### config.mk
export PLATFORM = sky130hd
export DESIGN_NAME = xml_tag_value_extractor_flat
export DESIGN_NICKNAME = d
export VERILOG_FILES = /design/src/rtl/xml_pkg.sv /design/src/rtl/xml_tag_value_extractor_if.sv /design/src/rtl/xml_name_matcher.sv /design/src/rtl/xml_tag_value_extractor.sv /design/src/flat_wrapper.sv
export SDC_FILE = /design/constraint.sdc
export NUM_CORES = 1
export LEC_CHECK = 0
export CAP_MARGIN = 20
export CELL_PAD_IN_SITES_DETAIL_PLACEMENT = 0
export CELL_PAD_IN_SITES_GLOBAL_PLACEMENT = 1
export CORE_MARGIN = 2
export CORE_UTILIZATION = 39
export DETAILED_ROUTE_END_ITERATION = 6
export PLACE_DENSITY = 0.95
export SLEW_MARGIN = 25
export SYNTH_ARGS = -nofsm -noshare
export SYNTH_HDL_FRONTEND = slang
export SYNTH_SLANG_ARGS = --single-unit
### constraint.sdc
create_clock -name clk_i -period 18.7 [get_ports clk_i]
set_input_delay 3.74 -clock clk_i [delete_from_list [all_inputs] [get_ports clk_i]]
set_output_delay 3.74 -clock clk_i [all_outputs]
set_load 0.02 [all_outputs]
### src/rtl/xml_pkg.sv
// Shared types and character constants for the XML tag value extractor.
package xml_pkg;

  typedef enum logic [2:0] {
    StIdle,
    StName,
    StWaitData,
    StCapture,
    StEmit
  } state_e;

  localparam logic [7:0] ChSlash = 8'h2F;
  localparam logic [7:0] ChLt    = 8'h3C;
  localparam logic [7:0] ChGt    = 8'h3E;
  localparam logic [7:0] ChSpace = 8'h20;
  localparam logic [7:0] ChTab   = 8'h09;
  localparam logic [7:0] ChCr    = 8'h0D;
  localparam logic [7:0] ChLf    = 8'h0A;

  function automatic logic is_ws(input logic [7:0] c);
    return (c == ChSpace) || (c == ChTab) || (c == ChCr) || (c == ChLf);
  endfunction

endpackage

### src/rtl/xml_tag_value_extractor_if.sv
// Annotated decoder byte stream in, captured value record out (valid/ready).
interface xml_tag_value_extractor_if #(
  parameter int unsigned MAX_VALUE = 32,
  parameter int unsigned LEN_W     = 6
);
  logic                   in_valid;
  logic [7:0]             in_char;
  logic                   in_new_msg;
  logic                   in_is_tag;
  logic                   in_is_tag_name;
  logic                   in_is_data;
  logic [3:0]             in_tag_depth;

  logic                   out_valid;
  logic                   out_ready;
  logic [8*MAX_VALUE-1:0] out_data;
  logic [LEN_W-1:0]       out_len;
  logic                   out_truncated;

  modport slave (
    input  in_valid, in_char, in_new_msg, in_is_tag, in_is_tag_name, in_is_data, in_tag_depth,
    input  out_ready,
    output out_valid, out_data, out_len, out_truncated
  );

  modport master (
    output in_valid, in_char, in_new_msg, in_is_tag, in_is_tag_name, in_is_data, in_tag_depth,
    output out_ready,
    input  out_valid, out_data, out_len, out_truncated
  );
endinterface

### src/rtl/xml_name_matcher.sv
// Detects opening-tag name starts at the configured depth and compares the name bytes.
module xml_name_matcher
  import xml_pkg::*;
#(
  parameter int unsigned MAX_NAME = 16,
  parameter int unsigned LEN_W    = 6
) (
  input  logic                  clk_i,
  input  logic                  rst_i,
  input  logic                  valid_i,
  input  logic [7:0]            char_i,
  input  logic                  is_tag_name_i,
  input  logic [3:0]            tag_depth_i,
  input  logic [8*MAX_NAME-1:0] cfg_name_i,
  input  logic [LEN_W-1:0]      cfg_name_len_i,
  input  logic [3:0]            cfg_depth_i,
  input  logic                  start_en_i,
  input  logic                  active_i,
  output logic                  name_start_o,
  output logic                  match_o
);

  logic [7:0]       prev_char_q;
  logic             prev_name_q;
  logic [LEN_W-1:0] name_idx_q, name_idx_d;
  logic             name_ok_q, name_ok_d;
  logic [7:0]       name_byte;

  // Closing tags are recognised by the '/' that precedes their first name byte.
  assign name_start_o = valid_i && is_tag_name_i && !prev_name_q && (prev_char_q != ChSlash) &&
                        (tag_depth_i == cfg_depth_i);
  assign match_o      = name_ok_q && (name_idx_q == cfg_name_len_i);

  always_comb begin
    name_byte = '0;
    for (int i = 0; i < int'(MAX_NAME); i++) begin
      if (name_idx_q == LEN_W'(i)) name_byte = cfg_name_i[8*i +: 8];
    end
  end

  always_comb begin
    name_idx_d = name_idx_q;
    name_ok_d  = name_ok_q;
    if (start_en_i && name_start_o) begin
      name_idx_d = LEN_W'(1);
      name_ok_d  = (char_i == cfg_name_i[7:0]);
    end else if (active_i && valid_i && is_tag_name_i) begin
      name_ok_d  = name_ok_q && (name_idx_q < cfg_name_len_i) && (char_i == name_byte);
      name_idx_d = (name_idx_q == LEN_W'(MAX_NAME)) ? name_idx_q : name_idx_q + LEN_W'(1);
    end
  end

  always_ff @(posedge clk_i or posedge rst_i) begin
    if (rst_i) begin
      prev_char_q <= '0;
      prev_name_q <= 1'b0;
      name_idx_q  <= '0;
      name_ok_q   <= 1'b0;
    end else begin
      if (valid_i) begin
        prev_char_q <= char_i;
        prev_name_q <= is_tag_name_i;
      end
      name_idx_q <= name_idx_d;
      name_ok_q  <= name_ok_d;
    end
  end

endmodule

### src/rtl/xml_tag_value_extractor.sv
// Captures the text following one configured opening tag and emits it as a record.
// Optional leading/trailing whitespace trimming: define XML_EXTRACT_TRIM_EN.
module xml_tag_value_extractor
  import xml_pkg::*;
#(
  parameter int unsigned MAX_NAME  = 16,
  parameter int unsigned MAX_VALUE = 32,
  parameter int unsigned LEN_W     = 6
) (
  input  logic                           clk_i,
  input  logic                           rst_i,
  xml_tag_value_extractor_if.slave       bus_io,
  input  logic [8*MAX_NAME-1:0]          cfg_name_i,
  input  logic [LEN_W-1:0]               cfg_name_len_i,
  input  logic [3:0]                     cfg_depth_i,
  output logic [7:0]                     drop_count_o
);

  state_e                 state_q, state_d;
  logic [LEN_W-1:0]       len_q, len_d;
  logic [8*MAX_VALUE-1:0] buf_q, buf_d;
  logic                   trunc_q, trunc_d;
  logic [7:0]             drop_q, drop_d;

  logic v, abort, start_en, name_active, name_start, match, keep_byte;
  logic store, set_trunc, clr, drop_inc;

  assign v = bus_io.in_valid;
  // A new message aborts an unfinished capture; that byte is then judged as idle input.
  assign abort = v && bus_io.in_new_msg &&
                 ((state_q == StName) || (state_q == StWaitData) || (state_q == StCapture));
  assign start_en    = (state_q == StIdle) || abort;
  assign name_active = (state_q == StName) && !abort;

  xml_name_matcher #(
    .MAX_NAME (MAX_NAME),
    .LEN_W    (LEN_W)
  ) u_name_matcher (
    .clk_i          (clk_i),
    .rst_i          (rst_i),
    .valid_i        (v),
    .char_i         (bus_io.in_char),
    .is_tag_name_i  (bus_io.in_is_tag_name),
    .tag_depth_i    (bus_io.in_tag_depth),
    .cfg_name_i     (cfg_name_i),
    .cfg_name_len_i (cfg_name_len_i),
    .cfg_depth_i    (cfg_depth_i),
    .start_en_i     (start_en),
    .active_i       (name_active),
    .name_start_o   (name_start),
    .match_o        (match)
  );

`ifdef XML_EXTRACT_TRIM_EN
  logic [LEN_W-1:0] trim_len_q, trim_len_d;
  assign keep_byte = !((len_q == '0) && is_ws(bus_io.in_char));
`else
  assign keep_byte = 1'b1;
`endif

  always_ff @(posedge clk_i or posedge rst_i) begin
    if (rst_i) state_q <= StIdle;
    else       state_q <= state_d;
  end

  always_comb begin
    state_d   = state_q;
    store     = 1'b0;
    set_trunc = 1'b0;
    clr       = 1'b0;
    drop_inc  = 1'b0;
    unique case (state_q)
      StIdle: begin
        if (name_start) state_d = StName;
      end
      StName: begin
        if (abort) begin
          clr     = 1'b1;
          state_d = name_start ? StName : StIdle;
        end else if (v && !bus_io.in_is_tag_name) begin
          state_d = match ? StWaitData : StIdle;
        end
      end
      StWaitData: begin
        if (abort) begin
          clr     = 1'b1;
          state_d = name_start ? StName : StIdle;
        end else if (v && bus_io.in_is_tag_name) begin
          state_d = StEmit;
        end else if (v && !bus_io.in_is_tag && bus_io.in_is_data && keep_byte) begin
          store   = 1'b1;
          state_d = StCapture;
        end
      end
      StCapture: begin
        if (abort) begin
          clr     = 1'b1;
          state_d = name_start ? StName : StIdle;
        end else if (v && bus_io.in_is_tag) begin
          state_d = StEmit;
        end else if (v && bus_io.in_is_data && keep_byte) begin
          if (len_q < LEN_W'(MAX_VALUE)) store = 1'b1;
          else                           set_trunc = 1'b1;
        end
      end
      StEmit: begin
        drop_inc = name_start;
        if (bus_io.out_ready) begin
          clr     = 1'b1;
          state_d = StIdle;
        end
      end
      default: state_d = StIdle;
    endcase
  end

  always_comb begin
    len_d   = len_q;
    buf_d   = buf_q;
    trunc_d = trunc_q;
    drop_d  = drop_q;
`ifdef XML_EXTRACT_TRIM_EN
    trim_len_d = trim_len_q;
`endif
    if (clr) begin
      len_d   = '0;
      buf_d   = '0;
      trunc_d = 1'b0;
`ifdef XML_EXTRACT_TRIM_EN
      trim_len_d = '0;
`endif
    end else begin
      if (store) begin
        for (int i = 0; i < int'(MAX_VALUE); i++) begin
          if (len_q == LEN_W'(i)) buf_d[8*i +: 8] = bus_io.in_char;
        end
        len_d = len_q + LEN_W'(1);
`ifdef XML_EXTRACT_TRIM_EN
        if (!is_ws(bus_io.in_char)) trim_len_d = len_q + LEN_W'(1);
`endif
      end
      if (set_trunc) trunc_d = 1'b1;
    end
    if (drop_inc && (drop_q != 8'hFF)) drop_d = drop_q + 8'd1;
  end

  always_ff @(posedge clk_i or posedge rst_i) begin
    if (rst_i) begin
      len_q   <= '0;
      buf_q   <= '0;
      trunc_q <= 1'b0;
      drop_q  <= '0;
`ifdef XML_EXTRACT_TRIM_EN
      trim_len_q <= '0;
`endif
    end else begin
      len_q   <= len_d;
      buf_q   <= buf_d;
      trunc_q <= trunc_d;
      drop_q  <= drop_d;
`ifdef XML_EXTRACT_TRIM_EN
      trim_len_q <= trim_len_d;
`endif
    end
  end

  always_comb begin
    bus_io.out_valid     = (state_q == StEmit);
    bus_io.out_truncated = trunc_q;
    drop_count_o         = drop_q;
`ifdef XML_EXTRACT_TRIM_EN
    bus_io.out_len  = trim_len_q;
    bus_io.out_data = '0;
    for (int i = 0; i < int'(MAX_VALUE); i++) begin
      if (LEN_W'(i) < trim_len_q) bus_io.out_data[8*i +: 8] = buf_q[8*i +: 8];
    end
`else
    bus_io.out_len  = len_q;
    bus_io.out_data = buf_q;
`endif
  end

endmodule

### src/flat_wrapper.sv
// flat-port wrapper written by rule: the top's interface ports become plain ports
module xml_tag_value_extractor_flat import xml_pkg::*;
#(
  parameter int unsigned MAX_NAME  = 16,
  parameter int unsigned MAX_VALUE = 32,
  parameter int unsigned LEN_W     = 6
)
  (clk_i, rst_i, cfg_name_i, cfg_name_len_i, cfg_depth_i, drop_count_o, bus_io_in_valid, bus_io_in_char, bus_io_in_new_msg, bus_io_in_is_tag, bus_io_in_is_tag_name, bus_io_in_is_data, bus_io_in_tag_depth, bus_io_out_ready, bus_io_out_valid, bus_io_out_data, bus_io_out_len, bus_io_out_truncated);
  xml_tag_value_extractor_if #(.MAX_VALUE(MAX_VALUE), .LEN_W(LEN_W)) bus_io_i ();
  input  logic clk_i;
  input  logic rst_i;
  input  logic [8*MAX_NAME-1:0] cfg_name_i;
  input  logic [LEN_W-1:0] cfg_name_len_i;
  input  logic [3:0] cfg_depth_i;
  output logic [7:0] drop_count_o;
  input wire logic [$bits(bus_io_i.in_valid)-1:0] bus_io_in_valid;
  input wire logic [$bits(bus_io_i.in_char)-1:0] bus_io_in_char;
  input wire logic [$bits(bus_io_i.in_new_msg)-1:0] bus_io_in_new_msg;
  input wire logic [$bits(bus_io_i.in_is_tag)-1:0] bus_io_in_is_tag;
  input wire logic [$bits(bus_io_i.in_is_tag_name)-1:0] bus_io_in_is_tag_name;
  input wire logic [$bits(bus_io_i.in_is_data)-1:0] bus_io_in_is_data;
  input wire logic [$bits(bus_io_i.in_tag_depth)-1:0] bus_io_in_tag_depth;
  input wire logic [$bits(bus_io_i.out_ready)-1:0] bus_io_out_ready;
  output wire logic [$bits(bus_io_i.out_valid)-1:0] bus_io_out_valid;
  output wire logic [$bits(bus_io_i.out_data)-1:0] bus_io_out_data;
  output wire logic [$bits(bus_io_i.out_len)-1:0] bus_io_out_len;
  output wire logic [$bits(bus_io_i.out_truncated)-1:0] bus_io_out_truncated;
  assign bus_io_i.in_valid = bus_io_in_valid;
  assign bus_io_i.in_char = bus_io_in_char;
  assign bus_io_i.in_new_msg = bus_io_in_new_msg;
  assign bus_io_i.in_is_tag = bus_io_in_is_tag;
  assign bus_io_i.in_is_tag_name = bus_io_in_is_tag_name;
  assign bus_io_i.in_is_data = bus_io_in_is_data;
  assign bus_io_i.in_tag_depth = bus_io_in_tag_depth;
  assign bus_io_i.out_ready = bus_io_out_ready;
  assign bus_io_out_valid = bus_io_i.out_valid;
  assign bus_io_out_data = bus_io_i.out_data;
  assign bus_io_out_len = bus_io_i.out_len;
  assign bus_io_out_truncated = bus_io_i.out_truncated;
  xml_tag_value_extractor #(.MAX_NAME(MAX_NAME), .MAX_VALUE(MAX_VALUE), .LEN_W(LEN_W)) u_core (.clk_i(clk_i), .rst_i(rst_i), .bus_io(bus_io_i), .cfg_name_i(cfg_name_i), .cfg_name_len_i(cfg_name_len_i), .cfg_depth_i(cfg_depth_i), .drop_count_o(drop_count_o));
endmodule
# After elaboration in Yosys (flattened, before gate mapping)

Index checks and enable logic that the tools add are counted.

Bits in registers: 290
Latch bits: 0
Memory bits (writable): 0
Memory bits (read-only): 0
Input port bits: 158
Output and inout port bits: 272
Logic and storage cells: 295
Memories kept: 0

Add/sub/neg operators: 3
Multiply operators: 0
Div/mod/pow operators: 0
Order comparisons: 2
Eq/ne operators: 63
Shift-type cells: 0
Mux-type cells: 88
Bitwise operators: 0
Reductions and logical operators: 99

Operators with widths:

| operator              | count |
|---|---|
| $mux W256             | 2 |
| $mux W8               | 48 |
| $eq A6 B5 Y1 const B  | 17 |
| $eq A6 B4 Y1 const B  | 16 |
| $reduce_bool A2 Y1    | 35 |
| $reduce_and A2 Y1     | 33 |
| $eq A6 B3 Y1 const B  | 8 |
| $mux W6               | 5 |
| $mux W3               | 9 |
| $eq A6 B2 Y1 const B  | 4 |
| $mux W1               | 20 |
| $logic_and A1 B1 Y1   | 19 |
| $eq A8 B8 Y1          | 2 |
| $pmux W3 S5           | 1 |
| $add A6 B1 Y6 const B | 2 |
| $eq A6 B1 Y1 const B  | 2 |
| $logic_not A6 Y1      | 2 |
| $add A8 B1 Y8 const B | 1 |
| $ne A8 B6 Y1 const B  | 1 |
| $ne A8 B8 Y1 const B  | 1 |
| $eq A3 B2 Y1 const B  | 2 |
| $eq A6 B6 Y1          | 1 |
| $lt A6 B6 Y1          | 1 |
| $lt A6 B6 Y1 const B  | 1 |
| other kinds (14)      | 22 |

# Logic depth before layout (Yosys ltp)

Depth in word-level cells: 21
Mapped depth: 12
Mapped depth without buffers: 10

# By module

From an unflattened synthesis, not the netlist that was laid out.

Cell total of the unflattened synthesis: 1393
Area total of the unflattened synthesis: 14627.8 um2

By module, submodules not included:

| module                  | instances | cells an instance | area an instance (um2) | sequential area each (um2) |
|---|---|---|---|---|
| xml_tag_value_extractor | 1         | 1018              | 11921.4                | 6856.6 |
| xml_name_matcher        | 1         | 375               | 2706.3                 | 400.4 |

# Least setup slack after synthesis

OpenSTA, ideal clock, no wires.

Kind: in2reg
From: input port bus_io_in_valid
To: register u_core.buf_q[159] (netlist: u_core.bus_io.out_data[159])
Library setup time: 0.132 ns
Arrival: 5.675 ns
Data required time: 18.568 ns
Setup slack: 12.893 ns
Cell stages on the path: 10
Buffers on the path: 2
Path through: buf_2 > nand2_2 > nand4b_1 > o21ai_2 > nand3_2 > or4b_1 > buf_2 > nor2_8 > mux2i_1 > nor2_1

Longest elaborated chain between the ends: 8
Elaborated cells on any way between the ends: 20
Classes of those cells: 10 x mux; 10 x reduce/logical

Ends and longest elaborated chain:

| what                              | line                           | text |
|---|---|---|
| start: declaration                | flat_wrapper.sv:16             | `input wire logic [$bits(bus_io_i.in_valid)-1:0] bus_io_in_valid;` |
| $logic_and A1 B1 Y1 (2 in series) | xml_tag_value_extractor.sv:90  | `end else if (v && !bus_io.in_is_tag && bus_io.in_is_data && keep_byte) begin` |
| $mux W1                           | xml_tag_value_extractor.sv:90  |  |
| $mux W1                           | xml_tag_value_extractor.sv:88  | `end else if (v && bus_io.in_is_tag_name) begin` |
| $mux W1                           | xml_tag_value_extractor.sv:85  | `if (abort) begin` |
| $pmux W1 S2                       | xml_tag_value_extractor.sv:72  | `unique case (state_q)` |
| $reduce_bool A2 Y1 (no line)      | n/a                            |  |
| $reduce_and A2 Y1 (no line)       | n/a                            |  |
| end signal: assignment            | xml_tag_value_extractor.sv:158 | `buf_q <= buf_d;` |
| end: declaration                  | xml_tag_value_extractor.sv:21  | `logic [8*MAX_VALUE-1:0] buf_q, buf_d;` |

Parallel ways exist; a longest one is shown, timed or not.
A chain may end at the register's enable or synchronous reset.

# Worst setup path after layout

From: input port bus_io_in_valid
To: register u_core.buf_q[252] (netlist: u_core.bus_io.out_data[252])

The elaborated chain is that of the path after synthesis.

==> flow_summary.ini <==
[floorplan]
starting_density_of_the_core = 0.396
die_height_um = 197
die_area_mm2 = 0.0387
placementRows = 70
boundaryPins = 430
die_w_um = 197
core_region_area_mm2 = 0.0366

[timing]
relSlewSlack = 0.355
report.final.setup_viol = 0
final_hold_viol_count = 0
final_min_period_over_clock_period = 0.370
worst_hold_slack_ns = 0.492
finClkSkew_ns = 0.00993
slew_worst_pin_ns = 0.967
finalCriticalPeriod_ns = 6.92
grt_setup_unrepaired = false
fmax_mhz = 144
final-max-slew-violation-count = 0
timing.setup.tns_ns = 0

[yosys]
synthCells = 1532
area_share_of_the_largest_cell_type_after_synthesis = 0.500
fraction_of_the_yosys_area_taken_by_sequential_cells = 0.500
synth_nets = 1705
biggest_area_consumer_among_synthesized_cells = sky130_fd_sc_hd__dfrtp_1
synthesis.area_per_instance_um2 = 9.47
synth.most_common_cell = sky130_fd_sc_hd__dfrtp_1
ys_async_sr_fraction = 1.00
yosys_warnings = 0
synth_flop_cell = sky130_fd_sc_hd__dfrtp_1
synth_enable_flop_cells = 0
yosysUniqueCellTypes = 81
synth_commonest_cells = sky130_fd_sc_hd__dfrtp_1 (290), sky130_fd_sc_hd__nand2_1 (184), sky130_fd_sc_hd__nor2_1 (180)
postSynthRegisterBits = 290
synth_top_area_cells = sky130_fd_sc_hd__dfrtp_1 (50%), sky130_fd_sc_hd__mux2i_1 (9.0%), sky130_fd_sc_hd__a21oi_1 (5.4%)
synthesis.area_mm2 = 0.0145

[grt]
met3_usage = 0.0758
grt.met2_usage = 0.418
pin_count_of_the_biggest_net_entering_global_routing = 264
global_route.usage.total = 0.265
grt_busiest_layer = met2
first_global_vias = 13191
gr_util_met1 = 0.351
grt_antenna_before_repair = 0
grt_first_pass_wirelength_mm = 79.5
global_route.overflow_total = 0

[finish]
area.sequential_mm2 = 0.00726
multi_input_comb_area_mm2 = 0.00666
layout-drive-gt1-share = 0.0689
diodes = 0
nets = 2066
num-fill-cells = 3238
post_layout_nonfiller_instances = 2383
syn2layout_area_growth_pct = 38.7

[setup_path]
critical_path_required_ns = 19.08
worst_path_dominant_cell_family = simple AND/OR/NAND/NOR gates
cp.buffers_inverters = 1
cp_capture_type = flop
start_kind = input pin
crit_arrival_ns = 7.30
crit_chain = clkdlybuf4s50_1 -> nand2_2 -> nand4b_1 -> o21ai_2 -> and3_1 -> and4b_1 -> nand3_1 -> mux2i_1 -> nor2_1
critPathKind = input pin to flop
crit_path_top_delay_cell = sky130_fd_sc_hd__and4b_1
cp_max_fo = 20
highest_cell_delay_on_the_worst_timing_path_ns = 0.79

[status]
failed_checks = design-rule violations
outcome = finished, violations left

[clock_tree]
cts_tree = built
ctsLongestPathBuffers = 3
cts_sinks = 290
path_clk_slew_ns = 0.07
cts.root.buffer_cell = sky130_fd_sc_hd__clkbuf_16
cts-hold-fix-buffers = 0
cts_max_level = 2
post_cts_resized = 0
cts_inserted_buffers = 34
cts_setup_buffers = 0
clk_latency_ns = 0.51

[route]
drt_iter0_markers = 1088
wl_per_cell_um = 21.9
drt_drc_violations_left = 4
via_density_per_instance = 5.60
detailedRoute.firstPassIterationCount = 7
total_number_of_vias = 13339
drt-total-wl_mm = 52.2
route.antenna.remaining_nets = 0

[placed_design]
place_congestion = 0.967
hpwlAfterDp_mm = 34.8
placedCellCount = 2324
portBuffers = 429

[flow_run]
timing.max_cap.violations = 0

[power_and_ir_drop]
power-per-cell-area_mw_per_mm2 = 85.3
p_leak_uw = 0.00889
vdd.ir_drop.worst_mv = 0.0740

[hold_path]
hold_path.class = flop to flop
-- worst reg2reg max path, cell delays in order (launching register included) --
cell	delay, ns
sky130_fd_sc_hd__dfrtp_1	0.44
sky130_fd_sc_hd__inv_1	0.12
sky130_fd_sc_hd__ha_1	0.80
sky130_fd_sc_hd__nor2b_1	0.33
sky130_fd_sc_hd__a221oi_1	0.50
sky130_fd_sc_hd__o22ai_1	0.22
sky130_fd_sc_hd__a211oi_1	0.46
sky130_fd_sc_hd__mux2i_1	0.32
sky130_fd_sc_hd__o2111ai_1	0.18
sky130_fd_sc_hd__o41ai_2	0.40
-- state kept, by name, indices dropped and copies added (netlist names) --
signal and cells:
u_core.u_name_matcher.prev_char_q 8, u_core.u_name_matcher.name_ok_q 1, u_core.bus_io.out_len 6, u_core.drop_count_o 8
u_core.u_name_matcher.prev_name_q 1, u_core.bus_io.out_data 256, u_core.state_q 3, u_core.u_name_matcher.name_idx_q 6
u_core.bus_io.out_truncated 1
-- final timing paths --
check / startpoint / endpoint / slack [ns] / cells past startpoint
min: u_core.drop_count_o[4] / u_core.drop_count_o[4] / 0.49 / 1
max: bus_io_in_valid / u_core.bus_io.out_data[252] / 11.78 / 9
min in group asynchronous: rst_i / u_core.bus_io.out_data[243] / 3.74 / 2
min reg2reg: u_core.drop_count_o[4] / u_core.drop_count_o[4] / 0.49 / 1
max in group asynchronous: rst_i / u_core.bus_io.out_data[73] / 12.82 / 4
max reg2reg: u_core.u_name_matcher.name_idx_q[1] / u_core.u_name_matcher.name_ok_q / 14.83 / 9
-- kinds of logic (layout without fill, tap and decap cells) --
| family | after synthesis | count (layout) | share of synthesized area |
|---|---|---|---|
| simple gates | 630 | 630 | 0.211 |
| buf+inv | 150 | 533 | 0.0424 |
| compound gates | 272 | 272 | 0.115 |
| mux | 141 | 141 | 0.0982 |
| fa+ha+maj | 15 | 15 | 0.0129 |
| xor+xnor | 34 | 34 | 0.0205 |
| flops | 290 | 290 | 0.500 |
-- area by class of cell --
cell class / instances / share of cell area
timing repair buffer: 451 / 0.222
clock inverter: 11 / 0.00373
inverter: 24 / 0.00510
multi-input combinational: 1092 / 0.331
sequential: 290 / 0.361
clock buffer: 47 / 0.0488
tap: 468 / 0.0291
-- through the flow --
step | power, uW | utilization | setup slack (ns) | cell area (um2)
6_report | 1720 | 0.550 | 11.78 | 20100
5_1_grt | 1790 | 0.550 | 11.49 | 20100
4_1_cts | 1720 | 0.549 | 11.57 | 20100
3_5_place_dp | 1080 | 0.520 | 11.04 | 19000
3_3_place_gp | 1080 | 0.520 | 11.17 | 19000
2_1_floorplan | 939 | - | 6.95 | 14500
-- layer usage --
| layer | vias up | share of wire | wire length (um) |
|---|---|---|---|
| met5 | - | 0 | 0 |
| met4 | 0 | 0.031 | 1630 |
| met3 | 100 | 0.096 | 5020 |
| met2 | 605 | 0.46 | 24200 |
| met1 | 6570 | 0.41 | 21300 |
| li1 | 6064 | - | - |
-- where the power goes --
part | switching, uW | leakage, uW | internal, uW
Clock | 263 | 0.000525 | 369
Combinational | 285 | 0.00434 | 148
Sequential | 15.0 | 0.00402 | 636
Total | 563 | 0.00889 | 1150
-- cells in the final DEF (no fill, tap or decap), drive strengths merged, types with 7 or more instances in the layout --
cell type        n
o22ai           13
a22oi            7
nor2           190
nand3          153
clkinv           7
nand2          185
a211oi           8
o211ai           7
inv             27
nor2b           12
clkbuf          47
a221oi           7
nand2b          14
nor3             7
o21ai           25
ha              15
dfrtp          290
and3             8
xnor2            9
a221o            8
xor2            25
nor4             8
mux2i          131
clkdlybuf4s50  421
nand4            9
a21oi          156
buf             30
mux2            10
No activity file was read; power rests on OpenSTA's default activity.
